===== src/rtl/gcd_arbiter.sv =====
// Round-robin arbiter sharing one start/valid GCD engine among NREQ requesters.
// Optional feature: define GCD_ARB_ZERO_BYPASS_EN to answer zero-operand jobs without the engine.
module gcd_arbiter #(
  parameter int NREQ = 4,
  parameter int W    = 16
) (
  input  logic              clk,
  input  logic              rst,
  input  logic [NREQ-1:0]   req,
  input  logic [NREQ*W-1:0] a_req,
  input  logic [NREQ*W-1:0] b_req,
  output logic [NREQ-1:0]   gnt,
  output logic [NREQ-1:0]   rsp_valid,
  output logic [W-1:0]      rsp_data,
  output logic              busy,
  output logic              eng_start,
  output logic [W-1:0]      eng_a,
  output logic [W-1:0]      eng_b,
  input  logic              eng_valid,
  input  logic [W-1:0]      eng_out
);

  localparam int          PW = (NREQ > 1) ? $clog2(NREQ) : 1;
  localparam int unsigned NR = NREQ;

  typedef enum logic [1:0] {IDLE, ISSUE, WAIT, RESP} state_t;

  state_t            state_q, state_d;
  logic [NREQ-1:0]   gnt_q, gnt_d;
  logic [NREQ-1:0]   rsp_valid_q, rsp_valid_d;
  logic [W-1:0]      rsp_data_q, rsp_data_d;
  logic              busy_q, busy_d;
  logic              eng_start_q, eng_start_d;
  logic [W-1:0]      eng_a_q, eng_a_d;
  logic [W-1:0]      eng_b_q, eng_b_d;
  logic [PW-1:0]     rr_ptr_q, rr_ptr_d;
  logic [PW-1:0]     owner_q, owner_d;
  logic              bypass_q, bypass_d;

  logic              found;
  logic [PW-1:0]     win;
  logic [PW-1:0]     next_ptr;
  logic [W-1:0]      win_a, win_b;
  logic              zero_op;

  // Circular search from rr_ptr; first requesting index wins.
  always_comb begin
    int unsigned idx;
    logic [PW-1:0] cand;
    found = 1'b0;
    win   = '0;
    for (int unsigned i = 0; i < NR; i++) begin
      idx = 32'(rr_ptr_q) + i;
      if (idx >= NR) idx = idx - NR;
      cand = PW'(idx);
      if (!found && req[cand]) begin
        found = 1'b1;
        win   = cand;
      end
    end
  end

  always_comb begin
    int unsigned wi;
    wi       = 32'(win);
    win_a    = a_req[wi*W +: W];
    win_b    = b_req[wi*W +: W];
    next_ptr = (win == PW'(NREQ - 1)) ? '0 : win + 1'b1;
`ifdef GCD_ARB_ZERO_BYPASS_EN
    zero_op  = (win_a == '0) || (win_b == '0);
`else
    zero_op  = 1'b0;
`endif
  end

  always_comb begin
    state_d     = state_q;
    gnt_d       = '0;
    rsp_valid_d = '0;
    eng_start_d = 1'b0;
    rsp_data_d  = rsp_data_q;
    eng_a_d     = eng_a_q;
    eng_b_d     = eng_b_q;
    rr_ptr_d    = rr_ptr_q;
    owner_d     = owner_q;
    bypass_d    = bypass_q;
    case (state_q)
      IDLE: begin
        if (found) begin
          owner_d    = win;
          rr_ptr_d   = next_ptr;
          gnt_d[win] = 1'b1;
          bypass_d   = zero_op;
          state_d    = ISSUE;
          if (!zero_op) begin
            eng_a_d     = win_a;
            eng_b_d     = win_b;
            eng_start_d = 1'b1;
          end
        end
      end
      ISSUE: begin
        // Bypassed jobs skip WAIT so the response lands two cycles after the request.
        if (bypass_q) begin
          rsp_data_d           = '0;
          rsp_valid_d[owner_q] = 1'b1;
          state_d              = RESP;
        end else begin
          state_d = WAIT;
        end
      end
      WAIT: begin
        if (eng_valid) begin
          rsp_data_d           = eng_out;
          rsp_valid_d[owner_q] = 1'b1;
          state_d              = RESP;
        end
      end
      RESP:    state_d = IDLE;
      default: state_d = IDLE;
    endcase
    busy_d = (state_d != IDLE);
  end

  always_ff @(posedge clk) begin
    if (rst) begin
      state_q     <= IDLE;
      gnt_q       <= '0;
      rsp_valid_q <= '0;
      rsp_data_q  <= '0;
      busy_q      <= 1'b0;
      eng_start_q <= 1'b0;
      eng_a_q     <= '0;
      eng_b_q     <= '0;
      rr_ptr_q    <= '0;
      owner_q     <= '0;
      bypass_q    <= 1'b0;
    end else begin
      state_q     <= state_d;
      gnt_q       <= gnt_d;
      rsp_valid_q <= rsp_valid_d;
      rsp_data_q  <= rsp_data_d;
      busy_q      <= busy_d;
      eng_start_q <= eng_start_d;
      eng_a_q     <= eng_a_d;
      eng_b_q     <= eng_b_d;
      rr_ptr_q    <= rr_ptr_d;
      owner_q     <= owner_d;
      bypass_q    <= bypass_d;
    end
  end

  assign gnt       = gnt_q;
  assign rsp_valid = rsp_valid_q;
  assign rsp_data  = rsp_data_q;
  assign busy      = busy_q;
  assign eng_start = eng_start_q;
  assign eng_a     = eng_a_q;
  assign eng_b     = eng_b_q;

endmodule


===== config.mk =====
export PLATFORM = sky130hd
export DESIGN_NAME = gcd_arbiter
export DESIGN_NICKNAME = d
export VERILOG_FILES = /design/src/rtl/gcd_arbiter.sv
export SDC_FILE = /design/constraint.sdc
export NUM_CORES = 1
export LEC_CHECK = 0
export BUFFER_PORTS_ARGS = -buffer_cell sky130_fd_sc_hd__buf_2
export CORE_MARGIN = 1
export CORE_UTILIZATION = 41
export DETAILED_ROUTE_END_ITERATION = 12
export GPL_TIMING_DRIVEN = 0
export PLACE_DENSITY = 0.78
export SETUP_SLACK_MARGIN = 0.4
export SLEW_MARGIN = 15
export SYNTH_ARGS = -nofsm -noshare
export SYNTH_HDL_FRONTEND = slang
export SYNTH_SLANG_ARGS = --single-unit

===== constraint.sdc =====
create_clock -name clk -period 5.24 [get_ports clk]
set_input_delay 0.262 -clock clk [delete_from_list [all_inputs] [get_ports clk]]
set_output_delay 0.262 -clock clk [all_outputs]
set_load 0.05 [all_outputs]

==> results of run 1 <==
-- cells in the final DEF (no fill, tap or decap), drive strengths merged, types with 19 or more instances in the layout --
| cell | synthesis | final |
|---|---|---|
| a211oi | 65 | 65 |
| a21oi | 19 | 19 |
| and3 | 64 | 64 |
| buf | 25 | 233 |
| clkbuf | 14 | 27 |
| dfxtp | 64 | 64 |
| nand2 | 71 | 71 |
| o31ai | 32 | 32 |
-- layer usage --
| layer | vias to the layer above | global-route usage | wire length, um |
|---|---|---|---|
| li1 | 1906 | - | - |
| met1 | 1745 | 0.274 | 4600 |
| met2 | 164 | 0.417 | 5590 |
| met3 | 31 | 0.0537 | 754 |
| met4 | 0 | 0.109 | 348 |
| met5 | - | 0 | 0 |
-- final timing paths --
| path | start | end | slack, ns |
|---|---|---|---|
| max reg2reg | rr_ptr_q[0] | eng_b[6] | 3.37 |
| min reg2reg | eng_a[11] | eng_a[11] | 0.45 |
| max | rr_ptr_q[0] | eng_b[6] | 3.37 |
| min | eng_out[0] | rsp_data[0] | 0.16 |
-- registers in the layout, summed over array words and instances (netlist names) --
register,count
eng_a,16
eng_b,16
rsp_data,16
gnt,4
rsp_valid,4
owner_q,2
rr_ptr_q,2
state_q,2
busy,1
eng_start,1
-- final cells by class --
class | instances | share of cell area
Buffer | 39 | 0.0482
Clock buffer | 13 | 0.0319
Clock inverter | 3 | 0.00804
Inverter | 6 | 0.00477
Multi-Input combinational cell | 288 | 0.415
Sequential cell | 64 | 0.257
Tap cell | 105 | 0.0264
Timing Repair Buffer | 208 | 0.209
-- Yosys cell counts (all sizes together) (5+ instances only) --
master / number / area (um2)
a211oi: 65 / 788
a21oi: 19 / 98.9
and3: 64 / 400
buf: 25 / 188
clkbuf: 14 / 52.6
dfxtp: 64 / 1280
ha: 5 / 62.6
inv: 5 / 18.8
nand2: 71 / 267
o21ai: 5 / 25.0
o31ai: 32 / 240
-- worst max-delay path, cell delays in order, from the launching register on --
cell and delay [ns]:
dfxtp_1 0.34, nor2b_1 0.21, a21oi_1 0.07, a21o_1 0.21, o21ai_1 0.13, inv_2 0.06
buf_4 0.17, buf_4 0.19, a211oi_2 0.27, o31ai_1 0.09
-- logic make-up after synthesis --
kind of cell | after synthesis | synth area share
buffers and inverters | 45 | 0.0731
adders and majority gates | 5 | 0.0173
and+or+nand+nor | 156 | 0.221
DFF | 64 | 0.355
muxes | 1 | 0.00277
AOI/OAI and AO/OA | 126 | 0.331
-- metrics by stage --
stage	setup WS (ns)	area (um2)
after CTS	3.36	4980
final	3.37	4980
after floorplan	3.58	3610
after global routing	3.20	4980
after global placement	3.09	4780
after detailed placement	3.07	4780
-- power breakdown --
group          internal [mW]  switching, mW
Clock                  0.245          0.187
Combinational          0.491           1.11
Sequential             0.658         0.0863
==> metrics.txt, run 1 <==
status=finished, final reports clean; CP required=5.45 ns; postcts setup bufs=0; GPL Wtd Cong=about 0.90; sequential area share after synthesis=0.355; Worst Reg-to-Reg Cells=9; Post-synth top flop=dfxtp_1; DPL Wire Length=just under 9000 um; antenna violations before repair=0; area occupied by multi-input gates=0.00207 mm2; vias=3,846; critical path launch point type=flop; peak supply drop=0.355 mV; Antenna Cells=0; Setup Skew=0.00862 ns; post-synthesis cell type count=32; Mean Syn Cell Area=9.10 um2; area occupied by registers=0.00128 mm2; Post-route DRC=0; unrepaired setup endpoints after global routing=no; CTS root buf=clkbuf_8; Die Width=95.8 um; Initial DRC Count=106; row cnt=33; Post-CTS Resized=0; core box area=0.00838 mm2; Fin Hold WS=0.158 ns; die height=95.8 um; Max clock buf depth=2; WL final=11,300 um; Worst-path clk slew=0.07 ns; clock sink total=64; Starting Density=0.431; final std cells w/o fill=726; hold depth=3; critical path peak fanout=10; CP Capture Type=flop; Area Overhead vs Synth=38.0%; final worst-path cycle share=0.357; grt ovf=0; number of buffers created by CTS=9; hold-fix buffers at CTS=0; CTS tree=yes; Layout Utilization=0.594; vias in the first global route=3,584; Routed Antenna Nets=0; Pwr Total=2.78 mW; wire per inst=15.6 um; placed cell count=710; nets@finish=between 700 and 800; relative slew slack=0.657; I/O Buffers=208; Worst Tran Pin Value=slightly above 0.5 ns; Static Leak=2.38 nW; crit path kind=flop to flop; first-pass GRT wire length=between 15,000 and 20,000 um; Hold Violations, Final=0; max cap viols=0; CP arrival=2.08 ns; flops & latches, synth=64; number of synthesized flops with an enable pin=0; ys async rst share=0; CTS H-tree lvls=3; Post-Syn Area=0.00361 mm2; Max Clock Freq=0.534 GHz; setup tns final=0 ns; Synth Instances=397; HP Class=input port to flop; Fillers=between 700 and 800; Cell Pwr Density=558 mW/mm2; crit path time final=1.87 ns; Synthesized Nets=553; Ports=209; share of cells above drive strength 1=0.504; clk_lat worst skew=between 0.3 and 0.4 ns; Ys Warns=0; Max Slew Vio Count=0; final-report setup violation count=0; routed vias/inst=around 5.3; largest net degree at the start of global routing=11; Pre-antenna DRT Iters=4; gr usage total=0.238; Die ar.=0.00919 mm2
Power figures use the tool's default switching activity.
==> inputs of run 2 (changes only) <==
CORE_UTILIZATION = 40   (was 41)
PLACE_DENSITY = 0.79   (was 0.78)
clock period = 1.7 ns   (was 5.24 ns; I/O delays follow)
==> metrics.txt, run 2 (synthesis results as in run 1) <==
Ports=209 (unchanged); Layout Utilization=0.694 (was 0.594); Post-route DRC=0 (unchanged); routing usage on met2=0.504 (was 0.417); final worst slack=-0.0740 ns (was 3.37 ns); most common cell after layout, fill and taps aside=buf_2 (unchanged); Worst Reg-to-Reg Cells=6 (was 9); switching share of power=0.479 (was 0.499); core box area=0.00872 mm2 (was 0.00838 mm2); antenna violations before repair=0 (unchanged); Worst Hold Path EP=eng_b[9] (was rsp_data[0]); setup tns final=-1.59 ns (was 0 ns); placed cell count=713 (was 710); critical path peak fanout=10 (unchanged); Pwr Total=10.0 mW (was 2.78 mW); final worst-path cycle share=1.04 (was 0.357); launch point of the worst reg-to-reg path=rr_ptr_q[1] (was rr_ptr_q[0]); vias in the first global route=4,195 (was 3,584); die height=97.0 um (was 95.8 um); Max clock buf depth=2 (unchanged); critical path launch point type=flop (unchanged); Reg power frac=0.233 (was 0.268); Hold Violations, Final=0 (unchanged); Fin Hold WS=0.0722 ns (was 0.158 ns); clk_lat worst skew=0.34 ns (about the same); met3 global-route usage=0.0571 (was 0.0537); Worst-path clk slew=0.08 ns (was 0.07 ns); first-pass GRT wire length=20,000 um (was 16,700 um); GR Util met1=0.287 (was 0.274); area occupied by registers=0.00129 mm2 (was 0.00128 mm2); Worst Tran Pin Value=0.669 ns (was 0.514 ns); routed vias/inst=5.33 (was 5.30); Clock Power Share=0.149 (was 0.155); hold depth=3 (unchanged); cell area after layout=0.00605 mm2 (was 0.00498 mm2); Antenna Cells=0 (unchanged); Max Clock Freq=0.564 GHz (was 0.534 GHz); number of buffers created by CTS=9 (unchanged); Die Width=97.0 um (was 95.8 um); combinational share of power=0.618 (was 0.577); Internal=5.21 mW (was 1.39 mW); peak supply drop=1.03 mV (was 0.355 mV); I/O Buffers=208 (unchanged); final std cells w/o fill=772 (was 726); nets@finish=815 (was 772); row cnt=34 (was 33); Fillers=689 (was 778); CTS tree=yes (unchanged); Cell Area, Placed=0.00489 mm2 (was 0.00478 mm2); Routed Antenna Nets=0 (unchanged); Setup Skew=0.0138 ns (was 0.00862 ns); area occupied by multi-input gates=0.00249 mm2 (was 0.00207 mm2); failing checks=setup timing; crit path time final=1.77 ns (was 1.87 ns); DP Worst Slack=-0.315 ns (was 3.07 ns); status=finished, violations left (was finished, final reports clean); Initial DRC Count=107 (was 106); Die ar.=0.00941 mm2 (was 0.00919 mm2); CP required=1.91 ns (was 5.45 ns); CTS root buf=clkbuf_8 (unchanged); CP arrival=1.98 ns (was 2.08 ns); most frequent cells in the layout=buf_2 (213), a211oi_2 (61), dfxtp_1 (60), nand2_1 (53), and3_1 (46) (was buf_2 (217), nand2_1 (71), and3_1 (64), dfxtp_1 (64), a211oi_2 (60)); wire per inst=16.8 um (was 15.6 um); crit path kind=flop to flop (unchanged); WL final=13,000 um (was 11,300 um); Starting Density=0.414 (was 0.431); share of cells above drive strength 1=0.643 (was 0.504); CP Capture Type=flop (unchanged); Most Crowded Layer GR=met2 (unchanged); final-report setup violation count=32 (was 0); Cell Pwr Density=1650 mW/mm2 (was 558 mW/mm2); max cap viols=0 (unchanged); flop-to-flop setup slack=-0.07 ns (was 3.37 ns); unrepaired setup endpoints after global routing=yes (was no); clock sink total=64 (unchanged); Area Overhead vs Synth=67.5% (was 38.0%); Switch Pwr=4.79 mW (was 1.39 mW); gr usage total=0.263 (was 0.238); launch point of the worst hold path=b_req[25] (was eng_out[0]); Static Leak=2.84 nW (was 2.38 nW); grt ovf=0 (unchanged); CTS H-tree lvls=3 (unchanged); GPL Wtd Cong=0.826 (was 0.898); vias=4,115 (was 3,846); largest net degree at the start of global routing=14 (was 11); reg-to-reg endpoint=eng_b[11] (was eng_b[6]); relative slew slack=0.554 (was 0.657); Max Slew Vio Count=0 (unchanged); Pre-antenna DRT Iters=4 (unchanged); HP Class=input port to flop (unchanged); DPL Wire Length=8710 um (was 8670 um)
## run 2: layer usage
metal / vias to the layer above / wire length (um)
met3: 20 / 673
met4: 0 / 250
met2: 169 / 6990
met1: 1930 / 5040
li1: 1996 / -
met5: - / 0
## run 2: power by group through the flow
stage | Combinational [mW] | Clock [mW] | Sequential (mW)
detailed placement | 5.12 | 0 | 2.33
global placement | 5.03 | 0 | 2.32
floorplan | 2.26 | 0 | 3.94
finish | 6.18 | 1.49 | 2.33
CTS | 5.78 | 1.52 | 2.32
global route | 6.52 | 1.58 | 2.39
## run 2: how the worst max path moves through the flow
stage / endpoint / slack, ns / cells after the start / startpoint
floorplan: eng_a[0] / 0.09 / 6 / rr_ptr_q[1]
global placement: eng_b[3] / -0.27 / 6 / req[0]
detailed placement: eng_b[11] / -0.32 / 6 / req[0]
CTS: eng_a[5] / -0.06 / 6 / rr_ptr_q[1]
global route: eng_b[6] / -0.14 / 6 / rr_ptr_q[1]
finish: eng_b[11] / -0.07 / 6 / rr_ptr_q[1]
## run 2: area by class of cell
class | count | area share
Clock inverter | 7 | 0.0170
Timing Repair Buffer | 251 | 0.246
Sequential cell | 64 | 0.213
Inverter | 6 | 0.00579
Tap cell | 108 | 0.0223
Clock buffer | 9 | 0.0205
Buffer | 39 | 0.0625
Multi-Input combinational cell | 288 | 0.412
## run 2: worst max-delay path, stage by stage (launching register included)
cell and delay (ns):
dfxtp_4 0.37, or4_4 0.55, buf_4 0.18, buf_6 0.13, and3_1 0.17, a211oi_2 0.15
o31ai_1 0.08
## run 2: repair_timing
| item | in CTS | in global routing |
|---|---|---|
| buffers inserted | 15 | 4 |
| endpoints found under the setup margin | 52 | 56 |
| gates cloned | 5 | 1 |
| hold endpoints to repair | 17 | 0 |
| hold buffers | 18 | 0 |
| pin swaps | 19 | 27 |
| gates resized for setup | 68 | 73 |
==> inputs of run 3 (changes only) <==
ABC_AREA = 1   (was unset)
==> metrics.txt, run 3 <==
status=finished, violations left (unchanged); failing checks=hold timing, setup timing (was setup timing); Static Leak=2.94 nW (was 2.84 nW); vias=4,867 (was 4,115); most frequent cells in the layout=buf_2 (212), nand2_1 (141), nand3_1 (91), nand4_1 (64), dfxtp_1 (62) (was buf_2 (213), a211oi_2 (61), dfxtp_1 (60), nand2_1 (53), and3_1 (46)); vias in the first global route=4,580 (was 4,195); crit path time final=1.95 ns (was 1.77 ns); flops & latches, synth=64 (unchanged); max incr delay on CP=0.37 ns (was 0.55 ns); nets@finish=941 (was 815); clk_lat worst skew=0.34 ns (about the same); number of synthesized flops with an enable pin=0 (unchanged); Worst Tran Pin Value=0.347 ns (was 0.669 ns); Post-Synth Simple-Gate Area=0.494 (was 0.221); Die ar.=0.00939 mm2 (was 0.00941 mm2); Max Clock Freq=0.513 GHz (was 0.564 GHz); most common cell after layout, fill and taps aside=buf_2 (unchanged); Layout Utilization=0.641 (was 0.694); Fin Hold WS=-0.00996 ns (was 0.0722 ns); Area Overhead vs Synth=55.3% (was 67.5%); HP Class=input port to flop (unchanged); post-synthesis mux area share=0 (was 0.00277); unrepaired setup endpoints after global routing=yes (unchanged); Synth Instances=546 (was 397); Ys Warns=0 (unchanged); Worst-path clk slew=0.08 ns (about the same); post-synthesis cell type count=24 (was 32); critical path peak fanout=10 (unchanged); combinational family with the most area after synthesis=simple AND/OR/NAND/NOR gates (was compound AO/OA/AOI/OAI gates); dominant cells by area after synthesis=dfxtp_1 (36%), nand2_1 (17%), nand3_1 (14%), nand4_1 (11%), nor2_1 (4.1%) (was dfxtp_1 (35%), a211oi_2 (21%), and3_1 (11%), nand2_1 (7.4%), o31ai_1 (6.7%)); CP arrival=2.18 ns (was 1.98 ns); relative slew slack=0.769 (was 0.554); cell area after layout=0.00559 mm2 (was 0.00605 mm2); Post-Syn Area=0.00360 mm2 (was 0.00361 mm2); die height=96.9 um (was 97.0 um); Synth top cells by count=nand2_1 (164), nand3_1 (102), dfxtp_1 (64), nand4_1 (64), nor2_1 (39) (was nand2_1 (71), and3_1 (64), dfxtp_1 (64), a211oi_2 (60), o31ai_1 (32)); number of buffers created by CTS=9 (unchanged); CTS root buf=clkbuf_8 (unchanged); CP Capture Type=flop (unchanged); wire per inst=15.5 um (was 16.8 um); most used standard cell by instance count after synthesis=nand2_1 (unchanged); Hold Violations, Final=1 (was 0); max cap viols=0 (unchanged); Post-Synth Adder-Cell Area=0.0174 (was 0.0173); crit path kind=flop to flop (unchanged); Pwr Total=12.0 mW (was 10.0 mW); critical path launch point type=flop (unchanged); final worst-path cycle share=1.15 (was 1.04); GPL Wtd Cong=0.909 (was 0.826); routed vias/inst=5.42 (was 5.33); Routed Antenna Nets=0 (unchanged); Die Width=96.9 um (was 97.0 um); CTS H-tree lvls=3 (unchanged); CTS tree=yes (unchanged); Max clock buf depth=2 (unchanged); CP most frequent cell=nand2_2; final worst slack=-0.250 ns (was -0.0740 ns); Max Slew Vio Count=0 (unchanged); first-pass GRT wire length=21,400 um (was 20,000 um); Initial DRC Count=260 (was 107); Cell Pwr Density=2150 mW/mm2 (was 1650 mW/mm2); core box area=0.00872 mm2 (unchanged); Slowest cell on crit path=dfxtp_4 (was or4_4); Crit path max-delay family=simple AND/OR/NAND/NOR gates (unchanged); Cell Area, Placed=0.00486 mm2 (was 0.00489 mm2); Buf/Inv on CP=4 (was 2); Antenna Cells=0 (unchanged); ys async rst share=0 (unchanged); I/O Buffers=208 (unchanged); critical path cell sequence=buf_8, inv_8, nand2_2, nand2_4, nand2_2, nand2_1, nand2_2, nand2_2, nand2_4, nand3_4, buf_12, buf_8, ha_4, o22ai_2 (was or4_4, buf_4, buf_6, and3_1, a211oi_2, o31ai_1); Post-route DRC=0 (unchanged); gr usage total=0.283 (was 0.263); grt ovf=0 (unchanged); WL final=13,900 um (was 13,000 um); peak supply drop=0.912 mV (was 1.03 mV); DPL Wire Length=9880 um (was 8710 um); antenna violations before repair=1 (was 0); CP required=1.93 ns (was 1.91 ns); final-report setup violation count=40 (was 32); Starting Density=0.413 (was 0.414); Mean Syn Cell Area=6.60 um2 (was 9.10 um2); row cnt=34 (unchanged); clock sink total=64 (unchanged); Pre-antenna DRT Iters=5 (was 4); share of the synthesized area in the top cell type=0.356 (was 0.355); Setup Skew=0.0112 ns (was 0.0138 ns); Synth Area in Compound Gates=0.0368 (was 0.331); XOR/XNOR share of the synthesized area=0 (unchanged); sequential area share after synthesis=0.356 (was 0.355); largest net degree at the start of global routing=11 (was 14); Synthesized Nets=702 (was 553); Fillers=788 (was 689); share of cells above drive strength 1=0.433 (was 0.643); Post-synth top flop=dfxtp_1 (unchanged); cell taking the most area after synthesis=dfxtp_1 (unchanged); Ports=209 (unchanged)
-- run 3: worst min-delay path: cells and delay by family --
family,cells,cell delay (ns)
AOI/OAI and AO/OA,1,0.06
buffers and inverters,1,0.07
and+or+nand+nor,1,0.07
-- run 3: repair_timing --
action                                  4_1_cts  5_1_grt
cloned                                        0        3
setup buffers                                 9        1
resized for setup                            44       49
hold buffers                                  7        0
hold endpoints to repair                      7        0
pin swaps                                     4       14
endpoints found under the setup margin       63       54
-- run 3: metrics by stage --
stage	worst slack [ns]	instances	setup TNS [ns]
floorplan	0.0135	546	0
global placement	-0.241	862	-6.19
finish	-0.250	898	-6.96
global route	-0.360	898	-12.46
CTS	-0.184	894	-5.09
detailed placement	-0.283	862	-7.75
-- run 3: path summary, 6_finish.rpt --
| check | startpoint | end | slack, ns | cells after the start |
|---|---|---|---|---|
| max | rr_ptr_q[0] | rr_ptr_q[1] | -0.25 | 14 |
| min reg2reg | eng_a[14] | eng_a[14] | 0.45 | 2 |
| min | eng_out[9] | rsp_data[9] | -0.01 | 3 |
| max reg2reg | rr_ptr_q[0] | rr_ptr_q[1] | -0.25 | 14 |
-- run 3: layer usage --
metal,vias to the layer above,GRT usage,share of wire
li1,2331,-,-
met4,0,0.0999,0.022
met1,2250,0.322,0.41
met3,36,0.0751,0.081
met5,-,0,0
met2,250,0.504,0.49
-- run 3: where the power goes --
part	switching [mW]	total, mW	internal, mW
combinational	5.40	8.46	3.07
sequential	0.234	2.21	1.97
clock	0.585	1.34	0.755
-- run 3: layout make-up --
| cell class | instances | area, um2 | share of cell area |
|---|---|---|---|
| flip-flops and latches | 64 | 1290 | 0.230 |
| clock buffers | 13 | 159 | 0.0284 |
| multi-input cells | 414 | 2200 | 0.394 |
| plain buffers | 44 | 398 | 0.0711 |
| repair buffers | 228 | 1260 | 0.226 |
| clock inverters | 3 | 40.0 | 0.00716 |
| well taps | 108 | 135 | 0.0242 |
| inverters | 24 | 108 | 0.0192 |
-- run 3: kinds of logic after synthesis --
kind of cell	after synthesis
buf+inv	68
simple gates	384
compound gates	25
fa+ha+maj	5
flops	64
